$ cat config.mk
export PLATFORM = sky130hd
export DESIGN_NAME = dr_arbiter
export DESIGN_NICKNAME = d
export VERILOG_FILES = /design/src/rtl/dr_arb_pkg.sv /design/src/rtl/dr_arb_pick.sv /design/src/rtl/dr_arbiter.sv
export SDC_FILE = /design/constraint.sdc
export NUM_CORES = 1
export LEC_CHECK = 0
export ABC_AREA = 0
export CAP_MARGIN = 20
export CORE_UTILIZATION = 39
export CTS_CLUSTER_DIAMETER = 200
export CTS_CLUSTER_SIZE = 30
export DETAILED_ROUTE_END_ITERATION = 7
export PLACE_DENSITY_LB_ADDON = 0.15
export SYNTH_ARGS = -nofsm -noshare
export SYNTH_HDL_FRONTEND = slang
export SYNTH_HIERARCHICAL = 1
export SYNTH_SLANG_ARGS = --single-unit
$ cat constraint.sdc
create_clock -name CLK -period 1.7 [get_ports CLK]
set_input_delay 0.34 -clock CLK [delete_from_list [all_inputs] [get_ports CLK]]
set_output_delay 0.34 -clock CLK [all_outputs]
set_load 0.05 [all_outputs]
$ cat src/rtl/dr_arb_pkg.sv
// dr_arb_pkg -- shared types and constants for the two-port data-register
// arbiter.
//   cmd_t   : requester command encoding (NOP / LOAD / INCREMENT / CLEAR)
//   state_t : arbiter FSM states (IDLE / SERVE / WAIT)
//   DR_W    : width of the shared data register and of the load data
package dr_arb_pkg;

  localparam int DR_W = 16;

  typedef enum logic [1:0] {
    CMD_NOP  = 2'b00,
    CMD_LOAD = 2'b01,
    CMD_INC  = 2'b10,
    CMD_CLR  = 2'b11
  } cmd_t;

  typedef enum logic [1:0] {
    ST_IDLE  = 2'b00,
    ST_SERVE = 2'b01,
    ST_WAIT  = 2'b10
  } state_t;

endpackage

$ cat src/rtl/dr_arb_pick.sv
// dr_arb_pick -- combinational winner selection for the two requesters.
// Optional feature macro: DR_ARB_RR_EN
//   defined   : round-robin; on a tie the requester named by ptr wins
//   undefined : fixed priority; req0 always beats req1, ptr is ignored
// Ports:
//   req0, req1 : request bits
//   ptr        : round-robin pointer (index of the favoured requester)
//   valid      : at least one request present
//   idx        : winning requester index (0 when valid is low)
module dr_arb_pick (
  input  logic req0,
  input  logic req1,
  input  logic ptr,
  output logic valid,
  output logic idx
);

  assign valid = req0 | req1;

`ifdef DR_ARB_RR_EN
  // Tie goes to the pointer; otherwise the lone requester wins.
  assign idx = (req0 & req1) ? ptr : req1;
`else
  // Fixed priority: requester 1 wins only when requester 0 is idle.
  assign idx = req1 & ~req0;

  // The pointer has no role here; it is absorbed so the port stays uniform.
  logic unused_ptr;
  assign unused_ptr = ptr;
`endif

endmodule

$ cat src/rtl/dr_arbiter.sv
// dr_arbiter -- arbitrates two requesters for a shared 16-bit data register.
// A request seen in IDLE is granted for one SERVE cycle (one command strobe),
// then held in WAIT until the winner drops its request. All outputs are
// registered. Arbitration policy is chosen in dr_arb_pick (macro DR_ARB_RR_EN).
// Ports:
//   CLK, CLR_N            : clock, asynchronous active-low reset
//   REQ0/REQ1             : requests, held until the matching GNT is seen
//   CMD0/CMD1             : commands (NOP, LOAD, INCREMENT, CLEAR)
//   DATA0/DATA1           : load values
//   GNT0/GNT1             : grants, held until the requester drops REQ
//   DR_LD, DR_INR, DR_CLR : one-cycle command strobes to the data register
//   DR_IN                 : load value to the data register
//   OWNER                 : index of the current or last granted requester
//   BUSY                  : high whenever the FSM is not IDLE
module dr_arbiter
  import dr_arb_pkg::*;
(
  input  logic            CLK,
  input  logic            CLR_N,
  input  logic            REQ0,
  input  logic            REQ1,
  input  logic [1:0]      CMD0,
  input  logic [1:0]      CMD1,
  input  logic [DR_W-1:0] DATA0,
  input  logic [DR_W-1:0] DATA1,
  output logic            GNT0,
  output logic            GNT1,
  output logic            DR_LD,
  output logic            DR_INR,
  output logic            DR_CLR,
  output logic [DR_W-1:0] DR_IN,
  output logic            OWNER,
  output logic            BUSY
);

  state_t          state, state_nxt;
  logic            ptr, ptr_nxt;
  logic            pick_valid, pick_idx;
  logic            gnt0_nxt, gnt1_nxt;
  logic            ld_nxt, inr_nxt, clr_nxt;
  logic [DR_W-1:0] dr_in_nxt;
  logic            owner_nxt, busy_nxt;
  cmd_t            sel_cmd;
  logic [DR_W-1:0] sel_data;
  logic            owner_req;

  dr_arb_pick u_pick (
    .req0  (REQ0),
    .req1  (REQ1),
    .ptr   (ptr),
    .valid (pick_valid),
    .idx   (pick_idx)
  );

  // Command and data of the candidate winner, used only on the grant edge.
  assign sel_cmd   = cmd_t'(pick_idx ? CMD1 : CMD0);
  assign sel_data  = pick_idx ? DATA1 : DATA0;
  assign owner_req = OWNER ? REQ1 : REQ0;

  always_comb begin
    state_nxt = state;
    ptr_nxt   = ptr;
    gnt0_nxt  = GNT0;
    gnt1_nxt  = GNT1;
    ld_nxt    = 1'b0;
    inr_nxt   = 1'b0;
    clr_nxt   = 1'b0;
    dr_in_nxt = DR_IN;
    owner_nxt = OWNER;
    case (state)
      ST_IDLE: begin
        if (pick_valid) begin
          state_nxt = ST_SERVE;
          owner_nxt = pick_idx;
          // After every grant the other requester is favoured next time.
          ptr_nxt   = ~pick_idx;
          gnt0_nxt  = ~pick_idx;
          gnt1_nxt  = pick_idx;
          dr_in_nxt = sel_data;
          case (sel_cmd)
            CMD_LOAD: ld_nxt  = 1'b1;
            CMD_INC:  inr_nxt = 1'b1;
            CMD_CLR:  clr_nxt = 1'b1;
            default:  ;
          endcase
        end
      end
      ST_SERVE: state_nxt = ST_WAIT;
      ST_WAIT: begin
        // Grant is released on the edge where the winner's request is low.
        if (!owner_req) begin
          state_nxt = ST_IDLE;
          gnt0_nxt  = 1'b0;
          gnt1_nxt  = 1'b0;
        end
      end
      default: begin
        state_nxt = ST_IDLE;
        gnt0_nxt  = 1'b0;
        gnt1_nxt  = 1'b0;
      end
    endcase
    busy_nxt = (state_nxt != ST_IDLE);
  end

  always_ff @(posedge CLK or negedge CLR_N) begin
    if (!CLR_N) begin
      state  <= ST_IDLE;
      ptr    <= 1'b0;
      GNT0   <= 1'b0;
      GNT1   <= 1'b0;
      DR_LD  <= 1'b0;
      DR_INR <= 1'b0;
      DR_CLR <= 1'b0;
      DR_IN  <= '0;
      OWNER  <= 1'b0;
      BUSY   <= 1'b0;
    end else begin
      state  <= state_nxt;
      ptr    <= ptr_nxt;
      GNT0   <= gnt0_nxt;
      GNT1   <= gnt1_nxt;
      DR_LD  <= ld_nxt;
      DR_INR <= inr_nxt;
      DR_CLR <= clr_nxt;
      DR_IN  <= dr_in_nxt;
      OWNER  <= owner_nxt;
      BUSY   <= busy_nxt;
    end
  end

endmodule

# Word level (Yosys, flattened, before mapping)

Cells that the tools add are included.

Equality and inequality tests: 7
Multiplexer cells: 20
Bitwise gates (word level): 5
Reduce and logical (&&, ||, !) cells: 4

Operators by type and width:

| operator                                                        | count |
|---|---|
| 16-bit two-way mux                                              | 1 |
| 1-bit two-way mux                                               | 13 |
| 2-bit == test, second input constant                            | 3 |
| 2-bit two-way mux                                               | 3 |
| 1-bit one-hot mux with 3 select lines                           | 2 |
| 2-bit one-hot mux with 3 select lines                           | 1 |
| 2-bit by 1-bit == test with 1-bit output, second input constant | 2 |
| 2-bit inequality test, second input constant                    | 2 |
| 1-bit NOT                                                       | 3 |
| 3-bit AND reduction                                             | 1 |
| 2-bit logical NOT                                               | 1 |
| 2-bit AND reduction                                             | 1 |
| 2-bit nonzero test                                              | 1 |
| 1-bit bitwise AND                                               | 1 |
| 1-bit OR                                                        | 1 |

Register bits after elaboration: 25
Input port bits: 40
Output and inout bits: 23
Word-level logic and storage cells: 45

# Logic depth before layout (Yosys ltp)

Word-level depth: 7
Gate-level depth with buffers: 6
Gate-level depth less buffers: 4

# Cells and area by module

The synthesis kept the hierarchy.

By module, submodules not included:

| module      | times used | cells each | area each (µm²) | sequential area each (µm²) |
|---|---|---|---|---|
| dr_arbiter  | 1          | 108        | 1,178.6         | 650.6 |
| dr_arb_pick | 1          | 2          | 12.5            | 0.0 |

# Least setup slack after synthesis

OpenSTA, ideal clock, no wires.

Path type: reg2reg
Start: register OWNER
End: register GNT1
Library setup time: 0.126 ns
Arrival time: 1.478 ns
Required time: 1.574 ns
Path slack: 0.096 ns
Stages on the path, launching flop included: 4
Buffers on the path: 0
Clock period less this slack: 1.604 ns
Cells stage by stage: dfrtp_1 > mux2_2 > and3b_1 > a221o_1

Longest elaborated chain between the ends: 3

Ends and longest elaborated chain:

| what                            | line              | RTL |
|---|---|---|
| from (decl)                     | dr_arbiter.sv:32  | `output logic OWNER,` |
| from (signal assigned)          | dr_arbiter.sv:127 | `OWNER <= owner_nxt;` |
| 1-bit two-way mux               | dr_arbiter.sv:58  | `assign owner_req = OWNER ? REQ1 : REQ0;` |
| 2-bit inequality test (no line) | n/a               |  |
| 3-bit AND reduction (no line)   | n/a               |  |
| to (signal assigned)            | dr_arbiter.sv:122 | `GNT1 <= gnt1_nxt;` |
| to (decl)                       | dr_arbiter.sv:27  | `output logic GNT1,` |

No other way between the ends.
A chain may end at the register's enable or synchronous reset.

# Final worst setup path

Start: input port REQ0
End: register DR_IN[11]

Elaborated cells between the ends (all ways): 5
Classes of those cells: 1 x mux; 3 x bitwise; 1 x reduce/logical

RTL lines:

| what                          | line              | RTL |
|---|---|---|
| from (decl)                   | dr_arbiter.sv:20  | `input logic REQ0,` |
| 1-bit OR                      | dr_arb_pick.sv:18 | `assign valid = req0 \| req1;` |
| via pick_valid                | dr_arbiter.sv:38  | `logic pick_valid, pick_idx;` |
| 2-bit AND reduction (no line) | n/a               |  |
| to (signal assigned)          | dr_arbiter.sv:126 | `DR_IN <= dr_in_nxt;` |
| to (decl)                     | dr_arbiter.sv:31  | `output logic [DR_W-1:0] DR_IN,` |

The timed path passes the listed nets, and every way through them passes these cells.

==> results.tsv <==
metric	value	unit
status	completed	
n_diodes	0	
Worst setup SP type	primary input	
Fin Clk Skew	0.0109	ns
die width	56.5	um
Hold Path Class	primary input to asynchronous set/reset pin	
TritonCTS clock tree	yes	
Setup-failing EPs final	0	
vias	997	
FP Rows	19	
DR vias/cell	4.91	
yosys warns	6	
Clock Sinks	25	
Die Area	0.00319	mm2
gr usage total	17.4	%
crit path to	DR_IN[11]	
Worst Tran Pin Value	0.319	ns
layout cells sized above 1	20.9	%
PostCTS Resize Cnt	0	
dpl hpwl	1970	um
Avg WL per Cell	12.6	um
WP data arrival	1.77	ns
Tmin final	1.52	ns
max cap viols	0	
Initial DRC Count	18	
IO Count	63	
final WL	2550	um
Fillers	244	
setup bufs post-CTS	0	
peak supply drop	1.20	mV
power density relative to cell area	1780	mW/mm2
Largest stage delay, worst path	0.50	ns
relative slew slack	78.7	%
Hold-fix buffers, CTS	0	
Pleak	0.000840	uW
crit end category	register	
# port buffers	62	
Final Hold Vio Count	0	
CP Data Required Time	1.95	ns
Final Net Count	213	
post-route DRC violation count	0	
placeable core area	0.00278	mm2
reg2reg path depth	3	
critical path startpoint	REQ0	
number of buffers created by CTS	3	
Final ANT Viol Nets	0	
Highest Clock Rate	0.658	GHz
Initial Utilization	41.7	%
Cells after Synth	108	
Hold Slack	0.351	ns
setup repair after global routing missed its margin	no	
Remaining Overflow, GRT	0	
Setup CP Type	primary input to register	
largest net degree at the start of global routing	26	
initial antenna violation count	0	
RD Place Congestion	0.754	
Avg Inst Size Synth	10.7	um2
Worst Path Max Fanout	15	
clock slew at reported path FFs	0.15	ns
max-slew violations	0	
cell area after synthesis	0.00116	mm2
H-tree depth	1	
fin worst setup slack	0.181	ns
clock tree buffer depth	2	
R2R Setup Slk	0.33	ns
crit-path cells	clkdlybuf4s50_1, or2_1, or3b_4, buf_12, o21ai_0	
area added between synthesis and finish	57.3	%
clock latency on the worst-skew pair	0.33	ns
Die Ht	56.5	um
global-route wire length before repair	4310	um
reg-to-reg startpoint	OWNER	
worst-path cell with the longest stage delay	clkdlybuf4s50_1	
root buffer cell	clkbuf_4	
crit share post-route	89.4	%
vias in the first global route	1004	
R2R Path End	GNT0	
worst slack at placement	-0.186	ns
Mapped Nets	148	
DR pass1 iterations	4	
-- sequential cells by signal (all words and copies together), names as in the netlist --
register  count
GNT0          1
DR_IN        16
DR_INR        1
BUSY          1
OWNER         1
DR_LD         1
DR_CLR        1
GNT1          1
state         2
-- area by class of cell --
| class | instances | area [um2] | area share, % |
|---|---|---|---|
| Clock buffer | 3 | 22.5 | 1.24 |
| Sequential cell | 25 | 626 | 34.3 |
| Tap cell | 31 | 38.8 | 2.13 |
| Multi-Input combinational cell | 73 | 479 | 26.3 |
| Inverter | 3 | 11.3 | 0.618 |
| Clock inverter | 1 | 7.51 | 0.412 |
| Timing Repair Buffer | 67 | 638 | 35.0 |
-- worst min path at each step --
stage / from / end / slack, ns / depth (start not counted)
finish: CLR_N / BUSY / 0.35 / 2
global route: CLR_N / DR_CLR / 0.36 / 2
CTS: CLR_N / OWNER / 0.36 / 2
detailed placement: DR_IN[7] / DR_IN[7] / 0.47 / 2
global placement: DR_IN[5] / DR_IN[5] / 0.47 / 2
floorplan: CLR_N / BUSY / 0.04 / 0
-- layer usage --
layer / share of wire, % / wire length, um / track usage (%) / vias up
met5: 0 / 0 / 0 / -
met4: 0 / 0 / 5.57 / 0
met3: 6.1 / 157 / 2.76 / 0
met2: 52 / 1320 / 31.8 / 35
met1: 42 / 1070 / 20.7 / 464
li1: - / - / - / 498
-- per-stage QoR --
stage | util [%] | setup TNS (ns) | power, uW | instance area [um2] | instances
after global placement | 64.5 | -2.28 | 2960 | 1790 | 199
final | 65.5 | 0 | 3250 | 1820 | 203
after floorplan | - | 0 | 2310 | 1160 | 108
after CTS | 65.5 | 0 | 3280 | 1820 | 203
after detailed placement | 64.5 | -2.87 | 3010 | 1790 | 199
after global routing | 65.5 | 0 | 3450 | 1820 | 203
-- power breakdown --
part,switching [uW],internal [uW],leakage [uW]
Clock,189,89.9,0.0000139
Sequential,156,855,0.000312
Combinational,1270,689,0.000513
-- cells in the final DEF (no fill, tap or decap), drive strengths merged, types with 2 or more instances in the layout --
cell type / n
buf: 28
clkbuf: 3
clkdlybuf4s50: 39
dfrtp: 25
inv: 3
mux2: 2
mux2i: 16
nand2: 18
nand3: 2
nand3b: 2
nor2: 4
nor2b: 2
nor3b: 2
o21ai: 16
-- worst max-delay path, delay by kind of cell --
family / cells / cell delay [ns]
buffers and inverters: 2 / 0.67
AND/OR/NAND/NOR: 2 / 0.57
AO/OA/AOI/OAI: 1 / 0.19
(Power assumes the default switching activity.)
